File: src/rtl/ram_arb_pkg.sv
// Shared types and defaults for the CPU/DMA system RAM port arbiter.
package ram_arb_pkg;
  localparam int DEF_ADDR_W = 9;
  localparam int DEF_DATA_W = 32;

  typedef enum logic [1:0] {
    IDLE   = 2'd0,
    ACCESS = 2'd1,
    RESP   = 2'd2
  } arb_state_t;

  localparam logic OWN_CPU = 1'b0;
  localparam logic OWN_DMA = 1'b1;
endpackage

File: src/rtl/arb_starve_counter.sv
// Counts CPU grants taken while DMA waits; forces a DMA grant at LIMIT.
module arb_starve_counter
  import ram_arb_pkg::*;
#(
  parameter int LIMIT = 4
) (
  input  logic       Clock,
  input  logic       Reset,
  input  logic       idle,
  input  logic       cpu_grant,
  input  logic       dma_grant,
  input  logic       dma_req,
  output logic       force_dma,
  output logic [3:0] cnt
);
  localparam logic [3:0] LIM = 4'(LIMIT);

  always_ff @(posedge Clock or negedge Reset) begin
    if (!Reset)                               cnt <= '0;
    else if (dma_grant || (idle && !dma_req)) cnt <= '0;
    else if (cpu_grant && dma_req && cnt != LIM) cnt <= cnt + 4'd1;
  end

  assign force_dma = dma_req && (cnt == LIM);
endmodule

File: src/rtl/ram_port_arbiter.sv
// CPU/DMA arbiter for the single-port system RAM; fixed CPU priority with a
// DMA starvation guard. Define RAM_WP_EN to block DMA writes below WP_LIMIT.
module ram_port_arbiter
  import ram_arb_pkg::*;
#(
  parameter int              ADDR_W       = DEF_ADDR_W,
  parameter int              DATA_W       = DEF_DATA_W,
  parameter int              STARVE_LIMIT = 4,
  parameter logic [ADDR_W-1:0] WP_LIMIT   = ADDR_W'(9'h100)
) (
  input  logic              Clock,
  input  logic              Reset,
  input  logic              cpu_req,
  input  logic              cpu_we,
  input  logic [ADDR_W-1:0] cpu_addr,
  input  logic [DATA_W-1:0] cpu_wdata,
  output logic              cpu_ack,
  output logic [DATA_W-1:0] cpu_rdata,
  input  logic              dma_req,
  input  logic              dma_we,
  input  logic [ADDR_W-1:0] dma_addr,
  input  logic [DATA_W-1:0] dma_wdata,
  output logic              dma_ack,
  output logic [DATA_W-1:0] dma_rdata,
  output logic              dma_err,
  output logic [ADDR_W-1:0] ram_addr,
  output logic [DATA_W-1:0] ram_wdata,
  output logic              ram_we,
  input  logic [DATA_W-1:0] ram_rdata,
  output logic              busy,
  output logic              owner
);
`ifdef RAM_WP_EN
  localparam bit WP_EN = 1'b1;
`else
  localparam bit WP_EN = 1'b0;
`endif

  arb_state_t        state;
  logic              we_q, err_q;
  logic [DATA_W-1:0] cpu_rdata_q, dma_rdata_q;
  logic              force_dma, dma_win, grant, blocked;
  logic              win_we;
  logic [ADDR_W-1:0] win_addr;
  logic [DATA_W-1:0] win_wdata;
  logic [3:0]        starve_cnt;

  assign grant     = (state == IDLE) && (cpu_req || dma_req);
  assign dma_win   = force_dma || !cpu_req;
  assign win_we    = dma_win ? dma_we    : cpu_we;
  assign win_addr  = dma_win ? dma_addr  : cpu_addr;
  assign win_wdata = dma_win ? dma_wdata : cpu_wdata;
  // A blocked DMA write still runs the full sequence, just without the strobe.
  assign blocked   = WP_EN && dma_win && dma_we && (dma_addr < WP_LIMIT);

  arb_starve_counter #(.LIMIT(STARVE_LIMIT)) u_starve (
    .Clock     (Clock),
    .Reset     (Reset),
    .idle      (state == IDLE),
    .cpu_grant (grant && !dma_win),
    .dma_grant (grant && dma_win),
    .dma_req   (dma_req),
    .force_dma (force_dma),
    .cnt       (starve_cnt)
  );

  always_ff @(posedge Clock or negedge Reset) begin
    if (!Reset) begin
      state       <= IDLE;
      ram_addr    <= '0;
      ram_wdata   <= '0;
      ram_we      <= 1'b0;
      owner       <= OWN_CPU;
      we_q        <= 1'b0;
      err_q       <= 1'b0;
      cpu_rdata_q <= '0;
      dma_rdata_q <= '0;
    end else begin
      case (state)
        IDLE: if (grant) begin
          state     <= ACCESS;
          ram_addr  <= win_addr;
          ram_wdata <= win_wdata;
          ram_we    <= win_we && !blocked;
          owner     <= dma_win;
          we_q      <= win_we;
          err_q     <= blocked;
        end
        ACCESS: begin
          ram_we <= 1'b0;
          state  <= RESP;
        end
        RESP: begin
          state <= IDLE;
          if (!we_q) begin
            if (owner == OWN_DMA) dma_rdata_q <= ram_rdata;
            else                  cpu_rdata_q <= ram_rdata;
          end
        end
        default: state <= IDLE;
      endcase
    end
  end

  assign busy      = (state != IDLE);
  assign cpu_ack   = (state == RESP) && (owner == OWN_CPU);
  assign dma_ack   = (state == RESP) && (owner == OWN_DMA);
  // Read data flows straight through during the ack cycle, then holds.
  assign cpu_rdata = (cpu_ack && !we_q) ? ram_rdata : cpu_rdata_q;
  assign dma_rdata = (dma_ack && !we_q) ? ram_rdata : dma_rdata_q;
  assign dma_err   = dma_ack && err_q;
endmodule

File: config.mk
export PLATFORM = sky130hd
export DESIGN_NAME = ram_port_arbiter
export DESIGN_NICKNAME = d
export VERILOG_FILES = /design/src/rtl/ram_arb_pkg.sv /design/src/rtl/arb_starve_counter.sv /design/src/rtl/ram_port_arbiter.sv
export SDC_FILE = /design/constraint.sdc
export NUM_CORES = 1
export LEC_CHECK = 0
export ABC_AREA = 1
export BUFFER_PORTS_ARGS = -buffer_cell sky130_fd_sc_hd__buf_2
export CAP_MARGIN = 20
export CORE_AREA = 5 5 113 115
export DETAILED_ROUTE_END_ITERATION = 6
export DIE_AREA = 0 0 118 120
export HOLD_SLACK_MARGIN = 0.12
export PLACE_DENSITY = 0.8
export SETUP_SLACK_MARGIN = 0.5
export SYNTH_ARGS = -nofsm -noshare
export SYNTH_HDL_FRONTEND = slang
export SYNTH_SLANG_ARGS = --single-unit
File: constraint.sdc
create_clock -name Clock -period 1.58 [get_ports Clock]
set_input_delay 0.079 -clock Clock [delete_from_list [all_inputs] [get_ports Clock]]
set_output_delay 0.079 -clock Clock [all_outputs]
set_load 0.02 [all_outputs]
==> results of run 1 <==
-- through the flow --
| step | area [um2] | hold slack [ns] | TNS (ns) | utilization [%] | setup WS (ns) |
|---|---|---|---|---|---|
| after detailed placement | 7820 | 0.0650 | -0.0993 | 66.7 | -0.0203 |
| after floorplan | 6510 | -0.217 | 0 | - | 0.160 |
| after global placement | 7820 | 0.0599 | 0 | 66.7 | 0.0229 |
| after CTS | 11400 | 0.195 | -17.14 | 97.1 | -0.315 |
-- synth_stat cells --
master,n,area (um2)
nand4_1,1,6.26
buf_4,5,37.5
o21ai_1,37,185
a21oi_1,1,5.00
nor2_2,1,6.26
ha_1,2,25.0
clkbuf_1,20,75.1
nand3_1,87,435
nand2_2,3,18.8
inv_2,2,7.51
buf_6,10,113
nor2_1,6,22.5
nand2_1,204,766
inv_1,129,484
nor2_4,2,22.5
o21ai_2,1,8.76
buf_2,7,35.0
dfrtp_1,114,2850
conb_1,1,3.75
o21ai_0,93,465
xor2_1,1,8.76
-- timing repair --
action | CTS
pin swaps | 34
endpoints found under the hold margin | 222
buffers inserted | 39
endpoints found under the setup margin | 181
gates resized for setup | 246
gates cloned | 21
hold buffers | 123
-- kinds of logic after synthesis --
family	Yosys count
adder cells (fa/ha/maj)	2
AND/OR/NAND/NOR	304
AO/OA/AOI/OAI	132
flip-flops	114
buffers and inverters	173
XOR/XNOR	1
other	1
==> run summary, run 1 <==
Outcome - did not finish
Stop stage - 5_1_grt
Tool error - [ERROR DPL-0038] Utilization greater than 100%, impossible to legalize
Worst EP Category - primary output
H-tree depth - 4
Worst endpoint after global-route timing repair - cpu_rdata[15]
Netlist cell types - 21
Core Rows - 40
Compound-Gate Fraction of Synth Area - 11.9%
Yosys warnings - 0
HPWL after DPL - 11200 um
Inst Count DP - 1086
Sequential area share after synthesis - 51.1%
Synth Area in Simple Gates - 22.9%
Gate count after technology mapping - 727
CTS Buf Count - 17
Adder-Cell Fraction of Synth Area - 0.448%
Clock buffer depth - 2
Global placement routability congestion - 0.846
Die W - 118 um
Syn Nets - 849
Root Buffer - clkbuf_16
# clock sinks - 114
Main combinational cell family by area after synthesis - simple AND/OR/NAND/NOR gates
Boundary pin count - 231
Mux cell area share after synthesis - 0%
Netlist Area Pre-Place - 5580 um2
Syn avg cell area - 7.68 um2
Initial Utilization - 47.7%
Xor/xnor cell area share of the yosys netlist - 0.157%
Largest net degree at the start of global routing - 43
Die Height - 120 um
# port buffers - 229
Register bit total from synthesis - 114
==> run 2: changes to the inputs <==
- CORE_AREA: 5 5 113 115 -> 5 5 125 127
- DIE_AREA: 0 0 118 120 -> 0 0 130 132
- HOLD_SLACK_MARGIN: 0.12 -> unset
- PLACE_DENSITY: 0.8 -> unset
- PLACE_DENSITY_LB_ADDON: unset -> 0.15
- SETUP_SLACK_MARGIN: 0.5 -> unset
==> run 2 against run 1 <==
Net effect: the flow now finishes, with violations (negative setup slack); synthesized cell count is the same; area after synthesis is the same.
==> run summary, run 2 <==
Sequential area share after synthesis - 51.1% (unchanged)
Failing checks - negative setup slack
# port buffers - 229 (unchanged)
Core Rows - 44 (was 40)
Root Buffer - clkbuf_16 (unchanged)
Worst-path cell chain - nor2_2, inv_2, nor2_4, nand2_8, buf_12, nand2_1, o21ai_0, buf_2
HPWL after DPL - 10600 um (was 11200 um)
Final WL - 17900 um
Commonest non-fill, non-tap cells in the layout - buf_2, nand2_1, inv_1
Hold slack - 0.00777 ns
Drt first pass iters - 5
Crit-path max cell delay - 0.39 ns
Syn Nets - 849 (unchanged)
Max FO, Critical Path - 34
Setup WS post-layout - -0.304 ns
Yosys warnings - 0 (unchanged)
CP top delay family - simple AND/OR/NAND/NOR gates
Clock Skew - 0.00913 ns
Req. time, crit path - 1.50 ns
Global placement routability congestion - 0.761 (was 0.846)
Max-cap violations - 0
Vias in the first global route - 5418
Fin. Hold Viols - 0
H-tree depth - 4 (unchanged)
Boundary pin count - 231 (unchanged)
Final setup vio count - 64
# DRC - 0
Final Critical Period - 1.88 ns
Post-synth ARST share - 100% (unchanged)
Worst VDD drop - 929 uV
Most frequent cell after synthesis - nand2_1 (unchanged)
WP buf/inv - 3
Fin crit share - 119%
Fraction of layout cells with a size suffix above 1 - 33.3%
Number of synthesized flops with an enable pin - 0 (unchanged)
CP max-delay cell - dfrtp_1
Top cell type's share of synthesized area - 51.1% (unchanged)
Die area - 17200 um2
Total Power - 18.4 mW
Post-synth top flop - dfrtp_1 (unchanged)
Initial antenna violation count - 0
Top cells by count, synth - nand2_1, inv_1, dfrtp_1 (unchanged)
Reg clk slew, reported paths - 0.05 ns
Initial Utilization - 39.0% (was 47.7%)
Critical Path AT - 1.81 ns
CP endpoint kind - primary output
CORE AREA - 14300 um2
Overflow after GRT - 0
RSZ-0062 raised after global routing - yes
Largest net degree at the start of global routing - 65
Regs by FF count - cpu_rdata_q (32), dma_rdata_q (32), ram_wdata (32)
Most common cell after layout, fill and taps aside - buf_2
Via count - 5724
Netlist cell types - 21 (unchanged)
Clock buffer depth - 2 (unchanged)
Worst-skew pair later-pin latency - 0.40 ns
Netlist Area Pre-Place - 5580 um2 (unchanged)
Fmax - 531 MHz
Leakage - 5.05 nW
Ant diodes - 0
Routed vias/inst - 4.58
Total GRT Usage - 19.4%
Crit path launch type - flip-flop
Outcome - finished with violations (was did not finish)
Pwr Density - 2030 nW/um2
Setup slack after placement - -0.0141 ns (was -0.0203 ns)
Antenna Nets Post-Route - 0
First-pass GRT wire length - 26900 um
# clock sinks - 114 (unchanged)
Routed WL per cell - 14.3 um
Register bit total from synthesis - 114 (unchanged)
CTS Buf Count - 17 (unchanged)
Largest cells by area after synthesis - dfrtp_1, nand2_1, inv_1 (unchanged)
Syn avg cell area - 7.68 um2 (unchanged)
DRT iter0 DRCs - 260
CTS tree - done
Gate count after technology mapping - 727 (unchanged)
Die W - 130 um (was 118 um)
Die Height - 132 um (was 120 um)
Final nets - 1177
Synthesis-to-layout area growth - 62.5%
Hold Crit Class - input port to flip-flop
Critical path class - flip-flop to primary output
Area leader, netlist - dfrtp_1 (unchanged)
Slew Viols, Final - 0
[run 2: cell families (layout without fill, tap and decap cells)]
| family | after synthesis | count (layout) | synth area share, % |
|---|---|---|---|
| xor+xnor | 1 | 1 | 0.157 |
| simple gates | 304 | 306 | 22.9 |
| flops | 114 | 114 | 51.1 |
| compound gates | 132 | 132 | 11.9 |
| fa+ha+maj | 2 | 2 | 0.448 |
| other cells | 1 | 1 | 0.0672 |
| buf+inv | 173 | 511 | 13.5 |
[run 2: area by class of cell]
cell class | count | area [um2]
fillers | 1260 | 5240
well taps | 184 | 230
clock buffers | 21 | 470
repair buffers | 349 | 2620
clock inverters | 10 | 180
flip-flops and latches | 114 | 2850
multi-input cells | 442 | 2220
inverters | 131 | 498
[run 2: routing by layer]
metal	wire [um]	global-route usage [%]	vias up
li1	-	-	2922
met1	7820	26.0	2568
met2	8380	30.8	209
met3	1330	5.75	25
met4	325	5.25	0
met5	0	0	-
[run 2: what timing repair did]
item	CTS	global route
gates resized for setup	81	56
buffers inserted	6	2
hold buffers	80	0
setup endpoints to repair	64	108
endpoints found under the hold margin	175	0
pin swaps	1	5
gates cloned	3	8
[run 2: tightest hold or removal path: stages]
cell     delay (ns)
buf_2          0.07
inv_1          0.07
o21ai_1        0.13
[run 2: final timing paths]
| kind | startpoint | endpoint | slack (ns) | cells past startpoint |
|---|---|---|---|---|
| max in group asynchronous | Reset | dma_rdata_q[26] | 0.91 | 3 |
| max reg2reg | u_starve.cnt[0] | ram_wdata[7] | 0.07 | 10 |
| max | state[0] | cpu_rdata[19] | -0.30 | 8 |
| min reg2reg | ram_wdata[9] | ram_wdata[9] | 0.47 | 2 |
| min | ram_rdata[29] | dma_rdata_q[29] | 0.008 | 3 |
| min in group asynchronous | Reset | dma_rdata_q[6] | 0.07 | 2 |
[run 2: power by group]
| part | leakage (nW) | internal, mW | switching (mW) | total [mW] |
|---|---|---|---|---|
| sequential | 1.39 | 4.37 | 0.608 | 4.98 |
| combinational | 3.34 | 3.58 | 5.68 | 9.26 |
| clock | 0.315 | 2.91 | 1.30 | 4.20 |
[run 2: per-stage QoR]
stage          TNS, ns  instances  area (um2)  utilization [%]
2_1_floorplan    -1.49        727        5620                -
3_3_place_gp   -0.0129       1122        7020             49.0
3_5_place_dp   -0.0225       1122        7020             49.0
4_1_cts         -15.47       1242        8720             60.9
5_1_grt         -22.22       1251        9070             63.4
6_report        -16.02       1251        9070             63.4
Note: power is estimated with default switching activity, not from simulation.
==> run 3: changes to the inputs <==
- CORE_AREA: 5 5 125 127 -> 5 5 123 125
- DIE_AREA: 0 0 130 132 -> 0 0 128 130
- SYNTH_HIERARCHICAL: unset -> 1
==> run 3 against run 2 <==
Net effect: the run still ends with negative setup slack left; flip-flop and latch count unchanged; clock power is 7.4% lower; clock skew rose by 0.0042 ns; first-iteration DRC count increased by 71%; register-to-register slack got worse by 0.03 ns; largest power group unchanged.
==> run summary, run 3 <==
Gate count after technology mapping - 725 (was 727)
Relative slew slack - 64.0%
Die W - 128 um (was 130 um)
Largest net degree at the start of global routing - 41 (was 65)
# port buffers - 229 (unchanged)
Clock buffer depth - 2 (unchanged)
Fmax - 528 MHz (was 531 MHz)
Post-synth ARST share - 100% (unchanged)
Slew Viols, Final - 0 (unchanged)
CP top delay family - simple AND/OR/NAND/NOR gates (unchanged)
Crit-path max cell delay - 0.43 ns (was 0.39 ns)
Inst Count DP - 1119 (was 1122)
Root Buffer - clkbuf_16 (unchanged)
Boundary pin count - 231 (unchanged)
Top cell type's share of synthesized area - 52.1% (was 51.1%)
Final Critical Period - 1.89 ns (was 1.88 ns)
Final non-filler cell total - 1288 (was 1251)
Yosys warnings - 6 (was 0)
First-pass GRT wire length - 31600 um (was 26900 um)
Syn Nets - 847 (was 849)
Setup slack, reg-to-reg - 0.04 ns (was 0.07 ns)
WP buf/inv - 2 (was 3)
Setup TNS - -14.86 ns (was -16.02 ns)
Crit path launch type - flip-flop (unchanged)
Most common cell after layout, fill and taps aside - nand2_1 (was buf_2)
Synthesis-to-layout area growth - 83.5% (was 62.5%)
Routed WL per cell - 17.1 um (was 14.3 um)
Top cells by count, synth - nand2_1, dfrtp_1, nand3_1 (was nand2_1, inv_1, dfrtp_1)
Total Power - 20.4 mW (was 18.4 mW)
Worst-skew pair later-pin latency - 0.42 ns (was 0.40 ns)
Initial antenna violation count - 0 (unchanged)
Initial Utilization - 39.7% (was 39.0%)
Final WL - 22000 um (was 17900 um)
CTS Buf Count - 17 (unchanged)
Sequential area share after synthesis - 52.1% (was 51.1%)
CP max-delay cell - dfrtp_2 (was dfrtp_1)
Antenna Nets Post-Route - 0 (unchanged)
Leakage - 5.45 nW (was 5.05 nW)
RSZ-0062 raised after global routing - yes (unchanged)
Setup WS post-layout - -0.313 ns (was -0.304 ns)
Netlist Area Pre-Place - 5470 um2 (was 5580 um2)
# clock sinks - 114 (unchanged)
Final nets - 1216 (was 1177)
Final design utilization - 72.9% (was 63.4%)
Overflow after GRT - 0 (unchanged)
Netlist cell types - 23 (was 21)
Core Rows - 43 (was 44)
Setup slack after placement - 0.00287 ns (was -0.0141 ns)
Final setup vio count - 66 (was 64)
H-tree depth - 4 (unchanged)
Global placement routability congestion - 0.827 (was 0.761)
CP endpoint kind - primary output (unchanged)
# DRC - 0 (unchanged)
Max FO, Critical Path - 16 (was 34)
CTS tree - done (unchanged)
Regs by FF count - cpu_rdata_q (32), dma_rdata_q (32), ram_wdata (32) (unchanged)
Critical path class - flip-flop to primary output (unchanged)
Fraction of layout cells with a size suffix above 1 - 41.1% (was 33.3%)
Max-cap violations - 0 (unchanged)
Vias in the first global route - 6419 (was 5418)
Fill cell count - 959 (was 1260)
Routed vias/inst - 5.06 (was 4.58)
Worst-path cell chain - nor2_4, clkbuf_16, nand3_1, nand2_1, buf_2 (was nor2_2, inv_2, nor2_4, nand2_8, buf_12, nand2_1, o21ai_0, buf_2)
Fin crit share - 120% (was 119%)
Most frequent cell after synthesis - nand2_1 (unchanged)
Outcome - finished with violations (unchanged)
Total GRT Usage - 23.8% (was 19.4%)
Die Height - 130 um (was 132 um)
Area leader, netlist - dfrtp_1 (unchanged)
Worst VDD drop - 930 uV (was 929 uV)
DRT iter0 DRCs - 444 (was 260)
Reg clk slew, reported paths - 0.05 ns (about the same)
Via count - 6520 (was 5724)
Drt first pass iters - 5 (unchanged)
Clock Skew - 0.0133 ns (was 0.00913 ns)
Commonest non-fill, non-tap cells in the layout - nand2_1, buf_2, dfrtp_1 (was buf_2, nand2_1, inv_1)
Failing checks - negative setup slack (unchanged)
Req. time, crit path - 1.50 ns (about the same)
Syn avg cell area - 7.55 um2 (was 7.68 um2)
Critical Path AT - 1.81 ns (about the same)
HPWL after DPL - 12400 um (was 10600 um)
Die area - 16600 um2 (was 17200 um2)
Fin. Hold Viols - 0 (unchanged)
Largest cells by area after synthesis - dfrtp_1, nand2_1, nand3_1 (was dfrtp_1, nand2_1, inv_1)
CORE AREA - 13800 um2 (was 14300 um2)
Pwr Density - 2030 nW/um2 (about the same)
Slew of the pin with the lowest slew margin - 0.540 ns
Number of synthesized flops with an enable pin - 0 (unchanged)
Post-synth top flop - dfrtp_1 (unchanged)
Hold Crit Class - input port to flip-flop (unchanged)
Register bit total from synthesis - 114 (unchanged)
-- run 3: logic make-up (layout without fill, tap and decap cells) --
kind of cell               after synthesis  after routing  share of synthesized area [%]
adders and majority gates                2              2                          0.457
AOI/OAI and AO/OA                        3              4                          0.411
buffers and inverters                   57            438                           5.07
other                                    1              2                         0.0685
xor gates and xnor gates                 1              1                          0.160
DFF                                    114            114                           52.1
and+or+nand+nor                        547            547                           41.7
-- run 3: report_power, final --
group          internal, mW  switching [mW]  total, mW
combinational          4.83            6.61       11.4
clock                  2.56            1.33       3.89
sequential             4.32           0.774       5.09
-- run 3: repair_timing --
item / 4_1_cts / 5_1_grt
pin swaps: 15 / 22
gates cloned: 3 / 12
resized for setup: 100 / 199
hold buffers: 109 / 0
hold endpoints to repair: 134 / 0
setup buffers: 12 / 5
setup endpoints to repair: 71 / 113
-- run 3: cell type report --
class,count,area (um2),share of cell area (%)
timing repair buffer,393,3410,34.0
multi-input combinational,555,2890,28.8
sequential,114,2860,28.4
clock buffer,23,508,5.06
tap,180,225,2.24
clock inverter,9,101,1.01
inverter,13,51.3,0.511
antenna,1,2.50,0.0249
-- run 3: per-layer routing --
metal,track usage (%),vias to the layer above,wire length [um],share of wire (%)
li1,-,3049,-,-
met1,27.9,3079,8250,37
met2,40.5,342,11200,51
met3,7.45,50,1910,8.7
met4,10.1,0,607,2.8
met5,0,-,0,0
-- run 3: stage by stage --
stage | hold WS [ns] | area, um2
2_1_floorplan | -0.217 | 5500
3_3_place_gp | 0.0691 | 6930
3_5_place_dp | 0.0662 | 6960
4_1_cts | 0.000955 | 9140
5_1_grt | 0.0372 | 10000
6_report | 0.0111 | 10000
-- run 3: path summary, 6_finish.rpt --
| path | from | end | cells past startpoint |
|---|---|---|---|
| min reg2reg | dma_rdata_q[7] | dma_rdata_q[7] | 2 |
| min in group asynchronous | Reset | cpu_rdata_q[4] | 2 |
| max in group asynchronous | Reset | cpu_rdata_q[26] | 3 |
| max | we_q | dma_rdata[23] | 5 |
| max reg2reg | u_starve/cnt[1] | u_starve/cnt[2] | 12 |
| min | dma_we | we_q | 5 |
-- run 3: worst min-delay path: stages --
cell and delay (ns):
buf_2 0.08, nand2_1 0.05, nand2_1 0.08, nand2_2 0.06
nand2_1 0.05
